$ cat src/rtl/dsp_mac_pipe.sv
// Pipelined multiply-accumulate slice: optional input and multiplier register
// stages feed a single ALU stage that owns the P accumulator and overflow flag.
module dsp_mac_pipe #(
  parameter int A_W      = 25,
  parameter int B_W      = 18,
  parameter int C_W      = 48,
  parameter int P_W      = 48,
  parameter int AREG     = 1,
  parameter int MREG     = 1,
  parameter int SIGNED   = 1,
  parameter int SATURATE = 0
) (
  input  logic           clk,
  input  logic           rst,
  input  logic           en,
  input  logic           in_valid,
  input  logic [A_W-1:0] a,
  input  logic [B_W-1:0] b,
  input  logic [C_W-1:0] c,
  input  logic [2:0]     op,
  output logic           out_valid,
  output logic [P_W-1:0] p,
  output logic           ovf
);

  localparam int M_W = A_W + B_W;
  localparam int E_W = P_W + 2;
  localparam bit SGN = (SIGNED != 0);

  typedef struct packed {
    logic [A_W-1:0] a;
    logic [B_W-1:0] b;
    logic [C_W-1:0] c;
    logic [2:0]     op;
    logic           v;
  } in_t;

  typedef struct packed {
    logic [M_W-1:0] prod;
    logic [C_W-1:0] c;
    logic [2:0]     op;
    logic           v;
  } mul_t;

  in_t  in_d;
  in_t  in_s;
  mul_t mul_d;
  mul_t mul_s;

  assign in_d = {a, b, c, op, in_valid};

  generate
    if (AREG == 0) begin : g_no_areg
      assign in_s = in_d;
    end else begin : g_areg
      in_t areg_q [AREG];
      always_ff @(posedge clk or posedge rst) begin
        if (rst) begin
          for (int i = 0; i < AREG; i++) areg_q[i] <= '0;
        end else if (en) begin
          areg_q[0] <= in_d;
          for (int i = 1; i < AREG; i++) areg_q[i] <= areg_q[i-1];
        end
      end
      assign in_s = areg_q[AREG-1];
    end
  endgenerate

  // Extend both operands to the full product width so the low M_W bits of an
  // unsigned multiply equal the signed or unsigned product as configured.
  logic [M_W-1:0] a_x;
  logic [M_W-1:0] b_x;
  logic [M_W-1:0] prod_d;

  assign a_x    = {{B_W{SGN & in_s.a[A_W-1]}}, in_s.a};
  assign b_x    = {{A_W{SGN & in_s.b[B_W-1]}}, in_s.b};
  assign prod_d = a_x * b_x;
  assign mul_d  = {prod_d, in_s.c, in_s.op, in_s.v};

  generate
    if (MREG == 0) begin : g_no_mreg
      assign mul_s = mul_d;
    end else begin : g_mreg
      mul_t mreg_q;
      always_ff @(posedge clk or posedge rst) begin
        if (rst) begin
          mreg_q <= '0;
        end else if (en) begin
          mreg_q <= mul_d;
        end
      end
      assign mul_s = mreg_q;
    end
  endgenerate

  logic [P_W-1:0] p_q;
  logic [P_W-1:0] p_d;
  logic           ovf_q;
  logic           ovf_d;
  logic           out_valid_q;

  logic [E_W-1:0] m_e;
  logic [E_W-1:0] c_e;
  logic [E_W-1:0] p_e;
  logic [E_W-1:0] res;
  logic           out_of_range;

  assign m_e = {{(E_W-M_W){SGN & mul_s.prod[M_W-1]}}, mul_s.prod};
  assign c_e = {{(E_W-C_W){SGN & mul_s.c[C_W-1]}}, mul_s.c};
  assign p_e = {{2{SGN & p_q[P_W-1]}}, p_q};

  always_comb begin
    res = p_e;
    case (mul_s.op)
      3'b000:  res = m_e;
      3'b001:  res = m_e + c_e;
      3'b010:  res = p_e + m_e;
      3'b011:  res = p_e - m_e;
      3'b100:  res = c_e - m_e;
      3'b101:  res = c_e;
      3'b110:  res = '0;
      default: res = p_e;
    endcase
  end

  // E_W bits hold every true result exactly, so range is judged on the top bits.
  always_comb begin
    if (SGN) begin
      out_of_range = !((&res[E_W-1:P_W-1]) || !(|res[E_W-1:P_W-1]));
    end else begin
      out_of_range = |res[E_W-1:P_W];
    end

    p_d   = res[P_W-1:0];
    ovf_d = out_of_range;

    if (out_of_range && (SATURATE != 0)) begin
      if (res[E_W-1]) begin
        p_d = SGN ? {1'b1, {(P_W-1){1'b0}}} : '0;
      end else begin
        p_d = SGN ? {1'b0, {(P_W-1){1'b1}}} : '1;
      end
    end

    if ((mul_s.op == 3'b101) || (mul_s.op == 3'b110)) begin
      ovf_d = 1'b0;
    end
    if (mul_s.op == 3'b111) begin
      p_d   = p_q;
      ovf_d = ovf_q;
    end
  end

  always_ff @(posedge clk or posedge rst) begin
    if (rst) begin
      p_q         <= '0;
      ovf_q       <= 1'b0;
      out_valid_q <= 1'b0;
    end else if (en) begin
      out_valid_q <= mul_s.v;
      if (mul_s.v) begin
        p_q   <= p_d;
        ovf_q <= ovf_d;
      end
    end
  end

  assign out_valid = out_valid_q;
  assign p         = p_q;
  assign ovf       = ovf_q;

endmodule

$ cat config.mk
export PLATFORM = sky130hd
export DESIGN_NAME = dsp_mac_pipe
export DESIGN_NICKNAME = d
export VERILOG_FILES = /design/src/rtl/dsp_mac_pipe.sv
export SDC_FILE = /design/constraint.sdc
export NUM_CORES = 2
export LEC_CHECK = 0
export CELL_PAD_IN_SITES_DETAIL_PLACEMENT = 1
export CELL_PAD_IN_SITES_GLOBAL_PLACEMENT = 1
export CORE_UTILIZATION = 49
export CTS_CLUSTER_SIZE = 25
export DETAILED_ROUTE_END_ITERATION = 16
export GPL_ROUTABILITY_DRIVEN = 0
export PLACE_DENSITY = 0.93
export RECOVER_POWER = 100
export SETUP_SLACK_MARGIN = 0.15
export SKIP_CTS_REPAIR_TIMING = 1
export SYNTH_ARGS = -nofsm -noshare
export SYNTH_HDL_FRONTEND = slang
export SYNTH_SLANG_ARGS = --single-unit
export TNS_END_PERCENT = 10
$ cat constraint.sdc
create_clock -name clk -period 10 [get_ports clk]
set_clock_uncertainty 0.2 [all_clocks]
set_input_delay 1.5 -clock clk [delete_from_list [all_inputs] [get_ports clk]]
set_output_delay 1.5 -clock clk [all_outputs]
set_load 0.01 [all_outputs]
==> reports/metrics.csv <==
stage,metric,value,unit
min_path,hold path cells,2,
yosys,Post-Synthesis Cells,3522,
detailed_routing,met2 routed WL,58500,µm
detailed_routing,vias,28500,
die,die footprint,66900,µm²
timing,Final period util,0.876,
worst_setup_path,Worst R2R Start,b_x[0],
clocking,CTS tree,built,
detailed_routing,DR iter-0 viols,3559,
die,row count,93,
timing,fmax,114,MHz
place,port bufs,147,
timing,fin crit period,8.76,ns
yosys,top_reg_cell synth,dfrtp_1,
die,Die Y,259,µm
clocking,CTS Buf Count,30,
yosys,Synth Cell Area,32300,µm²
yosys,asr flop ratio synth,1.00,
grt,largest net degree at the start of global routing,112,
worst_setup_path,most frequent CP cell,fa_1,
clocking,htree depth,1,
timing,Setup Total Neg Slack,0,ns
yosys,dominant cell type by area after synthesis,fa_1,
clocking,Worst-path clk slew,0.07,ns
detailed_routing,Post-DRT Antenna Nets,0,
worst_setup_path,crit-path max cell delay,1.04,ns
clocking,Root Driver,clkbuf_16,
yosys,most frequent cell after synthesis,inv_1,
yosys,Yosys cell types,74,
yosys,sequential fraction of the synthesis area,0.186,
worst_setup_path,r2r endpoint,g_mreg.mreg_q[93],
yosys,ranking of synthesized cells by area,"fa_1 27%, dfrtp_1 19%, ha_1 7.9%",
grt,grt ovf,0,
yosys,Post-synth EDFFs,0,
yosys,commonest cells in the netlist,"539 x inv_1, 443 x fa_1, 384 x nand2_1",
worst_setup_path,Worst path top cell family by delay,adder cells,
clocking,CTS Buffer Depth,3,
timing,Slew @ Worst Pin,5.56,ns
status,status,finished with violations,
detailed_routing,vias per inst,6.45,
worst_setup_path,WP depth,22,
worst_setup_path,worst reg-to-reg setup slack,1.24,ns
cells_and_area,P&R area growth vs syn,9.33,%
grt,Total Routing Usage GR,0.376,
die,Starting Density,0.498,
status,failing checks,"max-capacitance violations, max-slew violations",
detailed_routing,DRC viols,0,
timing,Finish-stage setup viols,0,
worst_setup_path,cells on worst reg2reg path,22,
timing,endpoints failing hold,0,
worst_setup_path,crit path buf inv count,3,
yosys,post-synth top area share,0.275,
die,Core ar.,64800,µm²
flow_run,max-cap viol count,7,
yosys,synthesized flop and latch total,240,
min_path,hold endpoint,ovf,
detailed_routing,met1 WL,44600,µm
worst_setup_path,worst setup path category,register to register,
detailed_routing,routed wl met3,11800,µm
cells_and_area,layout cells sized above 1,0.0731,
detailed_routing,highest layer used for signal routing,met5,
clocking,CTS sink cnt,240,
detailed_routing,Total Routed Length,125000,µm
worst_setup_path,Worst setup SP type,register,
worst_setup_path,CP max stage cell,dfrtp_1,
detailed_routing,first-pass iteration count of the detailed router,8,
detailed_routing,post-DR wirelength/cell,28.2,µm
min_path,worst hold-check path type,register to register,
yosys,Yosys warnings,0,
worst_setup_path,Worst EP arrival,9.10,ns
die,DIE WIDTH,259,µm
cells_and_area,Nets,4280,
timing,RSZ-0062 raised after global routing,false,
grt,initial antenna violation count,2,
worst_setup_path,Worst Setup End Kind,register,
timing,fin. max-slew vios,474,
place,DP Wirelength,87300,µm
worst_setup_path,worst path required time,10.35,ns
clocking,"Clk Latency, worst-skew pair",0.65,ns
min_path,Worst Min Path Start,ovf,
grt,vias in the first global route,31900,
die,number of I/O pins,148,
worst_setup_path,"critical path, cell by cell","nand2_1, fa_1, fa_1, inv_1, ha_1, fa_1, inv_1, fa_1, inv_1, fa_1, ha_1, nand2_1, o21ai_0, nand3_1, a21oi_1, o21ai_0, o32ai_1, o2111ai_1, a211o_1, and3_1, a2111oi_0, or3b_1",
yosys,Mapped Nets,4267,
grt,first-pass GRT wire length,194000,µm
yosys,"Avg Cell Area, Syn",9.17,µm²
worst_setup_path,"critical path fanouts, max",26,
timing,Slew Limit Headroom,-2.73,
-- placed cells by master, fill, tap and decap left out, types with 42 or more instances in the layout --
| master | count |
|---|---|
| a21o_1 | 62 |
| a21oi_1 | 156 |
| a221oi_1 | 42 |
| and2_1 | 176 |
| clkdlybuf4s50_1 | 95 |
| dfrtp_1 | 240 |
| dlygate4sd3_1 | 51 |
| fa_1 | 443 |
| ha_1 | 204 |
| inv_1 | 538 |
| mux2_2 | 165 |
| nand2_1 | 384 |
| nor2_1 | 191 |
| o21ai_0 | 95 |
| xnor2_1 | 141 |
| xor2_1 | 65 |
-- per-layer routing --
metal  vias to the layer above  GRT usage
li1                      11400          -
met1                     14300      0.444
met2                      2028      0.620
met3                       713     0.0778
met4                         2      0.253
met5                         -          0
-- how the worst max path moves through the flow --
stage / startpoint / end
after floorplan: rst / a_x[0]
after global placement: b_x[4] / g_mreg.mreg_q[92]
after detailed placement: b_x[1] / g_mreg.mreg_q[93]
after CTS: b_x[1] / g_mreg.mreg_q[93]
after global routing: rst / out_valid
final: b_x[0] / g_mreg.mreg_q[93]
-- registers in the layout (all words and copies together), names as in the netlist --
name / count
a_x: 25
c_e: 48
ovf: 1
g_areg.areg_q: 52
out_valid: 1
g_mreg.mreg_q: 47
p: 48
b_x: 18
-- kinds of logic after synthesis --
| logic type | synth area share |
|---|---|
| XOR/XNOR | 0.0559 |
| AND/OR/NAND/NOR | 0.137 |
| multiplexers | 0.0668 |
| flip-flops | 0.186 |
| AO/OA/AOI/OAI | 0.115 |
| adder cells (fa/ha/maj) | 0.354 |
| buffers and inverters | 0.0852 |
-- stage by stage --
step                cell area [µm²]  setup WS (ns)  hold WS, ns  cells   util
global route                  35300          0.962        0.317   4415  0.545
global placement              34300           2.61        0.270   4358  0.530
CTS                           35300           1.69        0.309   4414  0.545
finish                        35300           1.24        0.299   4415  0.545
floorplan                     32300           1.71        0.249   3522      -
detailed placement            34300           2.25        0.292   4358  0.530
-- layout make-up --
cell class                 count  area (µm²)
antenna                        1        2.50
tap                          855        1070
sequential                   240        6010
timing repair buffer         173        1640
clock buffer                  38         851
inverter                     540        2030
fill                        7308       29500
multi-input combinational   2550       23500
clock inverter                18         149
-- worst register-to-register path, delay by kind of cell (launching register included) --
kind            cells  cell delay [ns]
buf+inv             3             0.22
fa+ha+maj           7             3.38
simple gates        5             0.96
compound gates      7             2.87
flops               1             1.04
Power is not shown: default switching activity piles up to over one toggle a cycle in this logic, so the estimate is an artifact.
